[config.mk]
export PLATFORM = sky130hd
export DESIGN_NAME = dmem_mmio_responder
export DESIGN_NICKNAME = d
export VERILOG_FILES = /design/src/rtl/dmem_mmio_responder.sv
export SDC_FILE = /design/constraint.sdc
export NUM_CORES = 1
export LEC_CHECK = 0
export CELL_PAD_IN_SITES_DETAIL_PLACEMENT = 1
export CELL_PAD_IN_SITES_GLOBAL_PLACEMENT = 2
export CORE_ASPECT_RATIO = 1.25
export CORE_MARGIN = 1.5
export CORE_UTILIZATION = 37
export CTS_CLUSTER_DIAMETER = 150
export DETAILED_ROUTE_END_ITERATION = 8
export HOLD_SLACK_MARGIN = 0.05
export PLACE_DENSITY_LB_ADDON = 0.1
export REMOVE_ABC_BUFFERS = 1
export SLEW_MARGIN = 20
export SYNTH_ARGS = -nofsm -noshare
export SYNTH_HDL_FRONTEND = slang
export SYNTH_SLANG_ARGS = --single-unit
[constraint.sdc]
create_clock -name clock -period 4.4 [get_ports clock]
set_clock_uncertainty 0.1 [all_clocks]
set_input_delay 0.44 -clock clock [delete_from_list [all_inputs] [get_ports clock]]
set_output_delay 0.44 -clock clock [all_outputs]
set_load 0.01 [all_outputs]
[src/rtl/dmem_mmio_responder.sv]
// Memory-mapped I/O responder beside dmem: TX word FIFO, one-word RX holding register, optional cycle counter.
// Define MMIO_CYCLE_COUNTER_EN to build the 32-bit cycle counter at offset 3; otherwise offset 3 reads 0.
module dmem_mmio_responder #(
  parameter logic [11:0] BASE_ADDR  = 12'hFF0,
  parameter int          FIFO_DEPTH = 8,
  parameter int          DATA_W     = 32
) (
  input  logic              clock,
  input  logic              reset,
  input  logic [11:0]       address_dmem,
  input  logic [DATA_W-1:0] data,
  input  logic              wren,
  output logic [DATA_W-1:0] q_mmio,
  output logic              mmio_sel,
  output logic [DATA_W-1:0] out_data,
  output logic              out_valid,
  input  logic              out_ready,
  input  logic [DATA_W-1:0] in_data,
  input  logic              in_valid,
  output logic              in_ready
);

  localparam int PW = $clog2(FIFO_DEPTH);
  localparam int CW = PW + 1;

  logic [DATA_W-1:0] mem [FIFO_DEPTH];
  logic [PW-1:0]     wr_ptr_q, wr_ptr_d;
  logic [PW-1:0]     rd_ptr_q, rd_ptr_d;
  logic [CW-1:0]     count_q, count_d;
  logic              ovf_q, ovf_d;
  logic              rx_valid_q, rx_valid_d;
  logic [DATA_W-1:0] rx_reg_q, rx_reg_d;
  logic [DATA_W-1:0] q_q, q_d;
  logic              sel_q, sel_d;
`ifdef MMIO_CYCLE_COUNTER_EN
  logic [31:0]       cycle_q, cycle_d;
`endif

  logic              hit;
  logic [3:0]        offset;
  logic              full, empty;
  logic              push, pop, push_req;
  logic              capture, rx_pop;
  logic [DATA_W-1:0] status;
  logic [DATA_W-1:0] cycle_rd;

  // Decode, FIFO/RX control and read mux; every read sees pre-edge register values.
  always_comb begin
    hit      = (address_dmem[11:4] == BASE_ADDR[11:4]);
    offset   = address_dmem[3:0];
    full     = (count_q == CW'(FIFO_DEPTH));
    empty    = (count_q == '0);
    pop      = ~empty & out_ready;
    push_req = hit & wren & (offset == 4'd0);
    push     = push_req & (~full | pop);
    capture  = in_valid & ~rx_valid_q;
    rx_pop   = hit & ~wren & (offset == 4'd2);

    status      = '0;
    status[31]  = rx_valid_q;
    status[30]  = ovf_q;
    status[8]   = full;
    status[7]   = empty;
    status[4:0] = 5'(count_q);

    wr_ptr_d = push ? wr_ptr_q + PW'(1) : wr_ptr_q;
    rd_ptr_d = pop  ? rd_ptr_q + PW'(1) : rd_ptr_q;
    count_d  = count_q + CW'(push) - CW'(pop);

    // Set beats clear when both happen on one edge.
    ovf_d = ovf_q;
    if (hit & wren & (offset == 4'd1) & data[30]) ovf_d = 1'b0;
    if (push_req & full & ~pop)                   ovf_d = 1'b1;

    // A capture outranks a pop so an arriving word is never lost.
    rx_valid_d = capture ? 1'b1 : (rx_pop ? 1'b0 : rx_valid_q);
    rx_reg_d   = capture ? in_data : rx_reg_q;

`ifdef MMIO_CYCLE_COUNTER_EN
    cycle_rd = DATA_W'(cycle_q);
    cycle_d  = (hit & wren & (offset == 4'd3)) ? data[31:0] : cycle_q + 32'd1;
`else
    cycle_rd = '0;
`endif

    q_d   = '0;
    sel_d = hit;
    if (hit) begin
      case (offset)
        4'd1:    q_d = status;
        4'd2:    q_d = rx_reg_q;
        4'd3:    q_d = cycle_rd;
        default: q_d = '0;
      endcase
    end
  end

  always_ff @(posedge clock) begin
    if (!reset) begin
      wr_ptr_q   <= '0;
      rd_ptr_q   <= '0;
      count_q    <= '0;
      ovf_q      <= 1'b0;
      rx_valid_q <= 1'b0;
      rx_reg_q   <= '0;
      q_q        <= '0;
      sel_q      <= 1'b0;
`ifdef MMIO_CYCLE_COUNTER_EN
      cycle_q    <= '0;
`endif
    end else begin
      wr_ptr_q   <= wr_ptr_d;
      rd_ptr_q   <= rd_ptr_d;
      count_q    <= count_d;
      ovf_q      <= ovf_d;
      rx_valid_q <= rx_valid_d;
      rx_reg_q   <= rx_reg_d;
      q_q        <= q_d;
      sel_q      <= sel_d;
`ifdef MMIO_CYCLE_COUNTER_EN
      cycle_q    <= cycle_d;
`endif
    end
  end

  // Storage is not reset; the pointers and count alone define what is valid.
  always_ff @(posedge clock) begin
    if (reset && push) mem[wr_ptr_q] <= data;
  end

  assign q_mmio    = q_q;
  assign mmio_sel  = sel_q;
  assign out_data  = mem[rd_ptr_q];
  assign out_valid = (count_q != '0);
  assign in_ready  = ~rx_valid_q;

endmodule

==> flow_summary.ini, run 1 <==
[pwr]
seqPwrFrac = 0.470
leakage_nw = 5.01
power.share.clock = 0.367
p_sw_frac = 0.232
internal_power_w = 0.00596
cellPowerDensity_nw_per_um2 = 499
peakVddDrop_mv = 0.230
switchingPower_w = 0.00180
pwr-share-comb = 0.163

[drt]
drtIter0Drc = 327
post_drt_wl_per_cell_um = 21.5
drt-total-wl_um = 27700
drc_errors = 0
via_per_inst = 5.04
dr.pass1.iters = 4
ant_nets = 0
via_count = 6503

[die]
start_util = 0.374
core_area_um2 = 33400
num_rows = 75
fp.dieH_um = 208
die_area_um2 = 34800
die_x_um = 167
ioPinCount = 148

[yosys]
synth_area_um2 = 12500
ys_seq_area_frac = 0.744
syn_inst = 682
ys_top_cells_by_area = edfxtp_1 62%, dfxtp_1 13%, mux4_2 12%, mux2_2 2.9%, nand2_1 2.2%
yosysUniqueCellTypes = 38
synth_area_leader_cell = edfxtp_1
synth-seq-cells = 336
syn_area_per_cell_um2 = 18.3
synth_top_area_share = 0.616
yosys_warnings = 0

[critical_path]
crit_chain = buf_4 -> mux4_2 -> mux2_2 -> clkdlybuf4s50_1
slowest_delay_ns = 0.85
startpoint_type = flop
cp_max_fo = 35
r2r_end = mem[5][6]
reg2regPathDepth = 7
cp_slowest_cell = dfxtp_4
path_class = flop to output port
r2r_slack_ns = 1.87
arrival_ns = 3.03
endpoint_kind = output port
r2r-start = count_q[2]
required_ns = 3.86

[cells_and_area]
num_antenna_cells = 0
final_layout_size_suffix_gt1_frac = 0.204
final_common_cell = edfxtp_1
seq_area_um2 = 9300
multi_input_comb_area_um2 = 3000
syn_to_final_growth_pct = 24.6
layout_common_cells = 256 x edfxtp_1, 147 x clkdlybuf4s50_1, 77 x dfxtp_1
nets = 933
fillers = 3174
stdcell_area_um2 = 15500

[clocking]
cts_resized = 0
post_cts_buffers = 0
hold_buffers = 0
cts.sinks = 336
cts_tree = done
numCtsBuffers = 35
h-tree-depth = 2
clock_path_buffers = 3
root_buffer = clkbuf_16
clock_latency_ns = 0.51
path_clk_slew_ns = 0.06

[placement]
pre_cts_slack_ns = 1.24
io_buffers = 147
place_area_um2 = 14400
gp_congestion = 0.689
dp_hpwl_um = 16100

[timing]
post-route-period-util = 0.811
max_freq_mhz = 280
rsz0062_at_grt = false
slew_violations = 0
fin_ws_ns = 0.833
period_needed_ns = 3.57
slew_headroom = 0.324
hold_violations = 0
setup_viol = 0
worst_slew_pin_slew_ns = 1.01

[hold_path]
min_path_cells = 2
hold_end = rx_reg_q[18]
hp-start = rx_reg_q[18]
hp-class = flop to flop

[job]
maxCapViolCount = 0

[grt]
overflow = 0
grt_start_max_net_pins = 65
groute.usage.overall = 0.163
grt_pass1_vias = 7335
grt_first_pass_wirelength_um = 43000
antenna_found_initial = 1

[status]
status = completed
==> cells in the mapped netlist (all sizes together) <==
master  count
edfxtp    256
dfxtp      80
nand2      73
mux4       64
a21oi      35
mux2       32
and2       26
clkbuf     21
nor2       16
buf        13
inv         8
nand3       8
ha          7
a22oi       6
nor3        6
mux2i       3
nand2b      3
nand4       3
nor2b       3
nor4        3
xor2        3
a32oi       2
a21o        1
a31oi       1
and4bb      1
fa          1
nor4b       1
o21ai       1
o31ai       1
or2         1
or3         1
or3b        1
xnor2       1
==> final cells by class <==
| cell class | count | area share |
|---|---|---|
| Sequential cell | 336 | 0.598 |
| Multi-Input combinational cell | 304 | 0.193 |
| Timing Repair Buffer | 159 | 0.101 |
| Clock buffer | 45 | 0.0634 |
| Tap cell | 423 | 0.0340 |
| Clock inverter | 16 | 0.00797 |
| Inverter | 8 | 0.00209 |
==> metal layers <==
metal	part of all wire	global-route usage
met1	0.42	0.200
met2	0.50	0.283
met3	0.053	0.0422
met4	0.020	0.0491
met5	0.00047	0
==> power by group through the flow <==
| stage | registers [W] | logic, W | clock network [W] |
|---|---|---|---|
| global route | 0.00368 | 0.00138 | 0.00304 |
| detailed placement | 0.00373 | 0.00129 | 0 |
| CTS | 0.00366 | 0.00130 | 0.00293 |
| floorplan | 0.00370 | 0.000787 | 0 |
| global placement | 0.00373 | 0.00127 | 0 |
| finish | 0.00365 | 0.00126 | 0.00285 |
==> critical path, delay by kind of cell, from the launching register on <==
kind / cells / cell delay (ns)
flops: 1 / 0.85
buf+inv: 2 / 0.85
mux: 2 / 0.81
==> how the worst max path moves through the flow <==
| stage | depth (start not counted) | endpoint | startpoint |
|---|---|---|---|
| detailed placement | 4 | out_data[22] | flop |
| global placement | 4 | out_data[22] | flop |
| CTS | 4 | out_data[21] | flop |
| floorplan | 4 | mem[0][0] | address_dmem[7] |
| global route | 4 | out_data[11] | flop |
| finish | 4 | out_data[21] | flop |
==> registers in the layout, summed over array words and instances, names as in the netlist, 3 cells and up, named ones only <==
| register | cells |
|---|---|
| mem | 256 |
| q_mmio | 32 |
| rx_reg_q | 32 |
| count_q | 4 |
| rd_ptr_q | 3 |
| wr_ptr_q | 3 |
==> through the flow <==
step	setup TNS (ns)	total power, W	util	std cells	hold WS [ns]
final	0	0.00776	0.465	1291	0.353
after global placement	0	0.00499	0.432	1230	0.337
after CTS	0	0.00789	0.465	1291	0.355
after detailed placement	0	0.00502	0.432	1230	0.346
after global routing	0	0.00810	0.465	1291	0.370
after floorplan	-43.01	0.00449	-	648	0.330
==> cells by family (layout without fill, tap and decap cells) <==
family	Yosys count	count (layout)	share of synthesized area
flip-flops	336	336	0.744
AND/OR/NAND/NOR	146	146	0.0570
multiplexers	99	99	0.147
AO/OA/AOI/OAI	47	47	0.0212
buffers and inverters	42	228	0.0193
adder cells (fa/ha/maj)	8	8	0.00862
XOR/XNOR	4	4	0.00281
Power figures use the tool's default switching activity.
==> inputs of run 2 (changes only) <==
==> constraint.sdc (replaced) <==
create_clock -name clock -period 3.1 [get_ports clock]
set_clock_uncertainty 0.1 [all_clocks]
set_input_delay 0.31 -clock clock [delete_from_list [all_inputs] [get_ports clock]]
set_output_delay 0.31 -clock clock [all_outputs]
set_load 0.01 [all_outputs]
==> flow_summary.ini, run 2 (synthesized netlist as in run 1, its figures left out) <==
[critical_path]
endpoint_kind = output port
reg2regPathDepth = 11
required_ns = 2.69
cp_max_fo = 28
startpoint_type = flop
crit_end = out_data[11]
r2r_slack_ns = 0.62
r2r_end = count_q[2]
r2r-start = count_q[2]
path_class = flop to output port
arrival_ns = 2.57

[clocking]
root_buffer = clkbuf_16
clock_latency_ns = 0.50
cts_resized = 0
numCtsBuffers = 35
path_clk_slew_ns = 0.06
cts_tree = done
cts.sinks = 336
clock_path_buffers = 3
h-tree-depth = 2
hold_buffers = 0

[cells_and_area]
syn_to_final_growth_pct = 26.1
stdcell_area_um2 = 15700
num_antenna_cells = 0
final_util = 0.471
final_layout_size_suffix_gt1_frac = 0.213
nets = 943
layout_common_cells = 256 x edfxtp_1, 147 x clkdlybuf4s50_1, 77 x dfxtp_1
fillers = 3191
largest_reg_flops = 256
max_flop_register = mem
final_common_cell = edfxtp_1

[placement]
io_buffers = 147
dp_hpwl_um = 17300
gp_congestion = 0.703
place_area_um2 = 14600

[grt]
grt_pass1_vias = 7489
overflow = 0
grt_start_max_net_pins = 41
grt_first_pass_wirelength_um = 43700
groute.usage.overall = 0.164
antenna_found_initial = 1

[die]
fp.dieH_um = 208
core_area_um2 = 33400
num_rows = 75
die_area_um2 = 34800
start_util = 0.374
ioPinCount = 148
die_x_um = 167

[timing]
hold_slack_ns = 0.256
slew_headroom = 0.586
slew_violations = 0
period_needed_ns = 2.98
setup_viol = 0
max_freq_mhz = 335
hold_violations = 0
post-route-period-util = 0.962
worst_slew_pin_slew_ns = 0.618
rsz0062_at_grt = false

[drt]
drt-total-wl_um = 27600
dr.pass1.iters = 4
via_per_inst = 5.01
post_drt_wl_per_cell_um = 21.2
drc_errors = 0
drtIter0Drc = 232
ant_nets = 0
via_count = 6530

[job]
maxCapViolCount = 0

[pwr]
cellPowerDensity_nw_per_um2 = 706
power.total_w = 0.0111
leakage_nw = 5.09
peakVddDrop_mv = 0.270

[hold_path]
hp-class = input pin to flop
min_path_cells = 3

[status]
status = completed
-- run 2: through the flow --
| stage | TNS, ns | cells | setup slack, ns |
|---|---|---|---|
| floorplan | -284.34 | 648 | -1.65 |
| global placement | 0 | 1239 | 0.421 |
| detailed placement | 0 | 1239 | 0.361 |
| CTS | 0 | 1303 | 0.0338 |
| global route | 0 | 1303 | 0.000988 |
| finish | 0 | 1303 | 0.116 |
-- run 2: worst min path at each step --
stage | startpoint | to | slack, ns
3_5_place_dp | rx_reg_q[12] | q_mmio[12] | 0.35
4_1_cts | in_data[21] | rx_reg_q[21] | 0.23
3_3_place_gp | rx_reg_q[14] | rx_reg_q[14] | 0.34
6_report | in_data[12] | rx_reg_q[12] | 0.26
5_1_grt | in_data[21] | rx_reg_q[21] | 0.26
2_1_floorplan | data[0] | mem[0][0] | 0.31
-- run 2: power breakdown --
group / switching, W / leakage, nW / internal [W]
Clock: 0.00165 / 0.546 / 0.00237
Combinational: 0.000846 / 1.59 / 0.00122
Sequential: 0.000119 / 2.95 / 0.00491
-- run 2: timing repair --
| action | 4_1_cts | 5_1_grt |
|---|---|---|
| endpoints found under the setup margin | 15 | 0 |
| hold endpoints to repair | 0 | 0 |
| setup buffers | 1 | 0 |
-- run 2: cell type report --
type / instances / area (µm²) / area share
Clock inverter: 14 / 96.3 / 0.00612
Inverter: 8 / 32.5 / 0.00207
Timing Repair Buffer: 169 / 1770 / 0.113
Sequential cell: 336 / 9300 / 0.591
Clock buffer: 49 / 1010 / 0.0643
Tap cell: 423 / 529 / 0.0336
Multi-Input combinational cell: 304 / 3000 / 0.191
-- run 2: worst max-delay path: stages, from the launching register on --
cell,delay [ns]
dfxtp_4,0.65
buf_4,0.30
mux4_2,0.34
mux2_2,0.28
clkdlybuf4s50_1,0.48
-- run 2: metal layers --
layer | GRT usage | routed length [µm] | part of all wire | vias up
met1 | 0.199 | 11300 | 0.41 | 3326
met5 | 0 | 13 | 0.00047 | -
met4 | 0.0509 | 664 | 0.024 | 2
li1 | - | - | - | 2977
met3 | 0.0445 | 1570 | 0.057 | 49
met2 | 0.286 | 14100 | 0.51 | 176
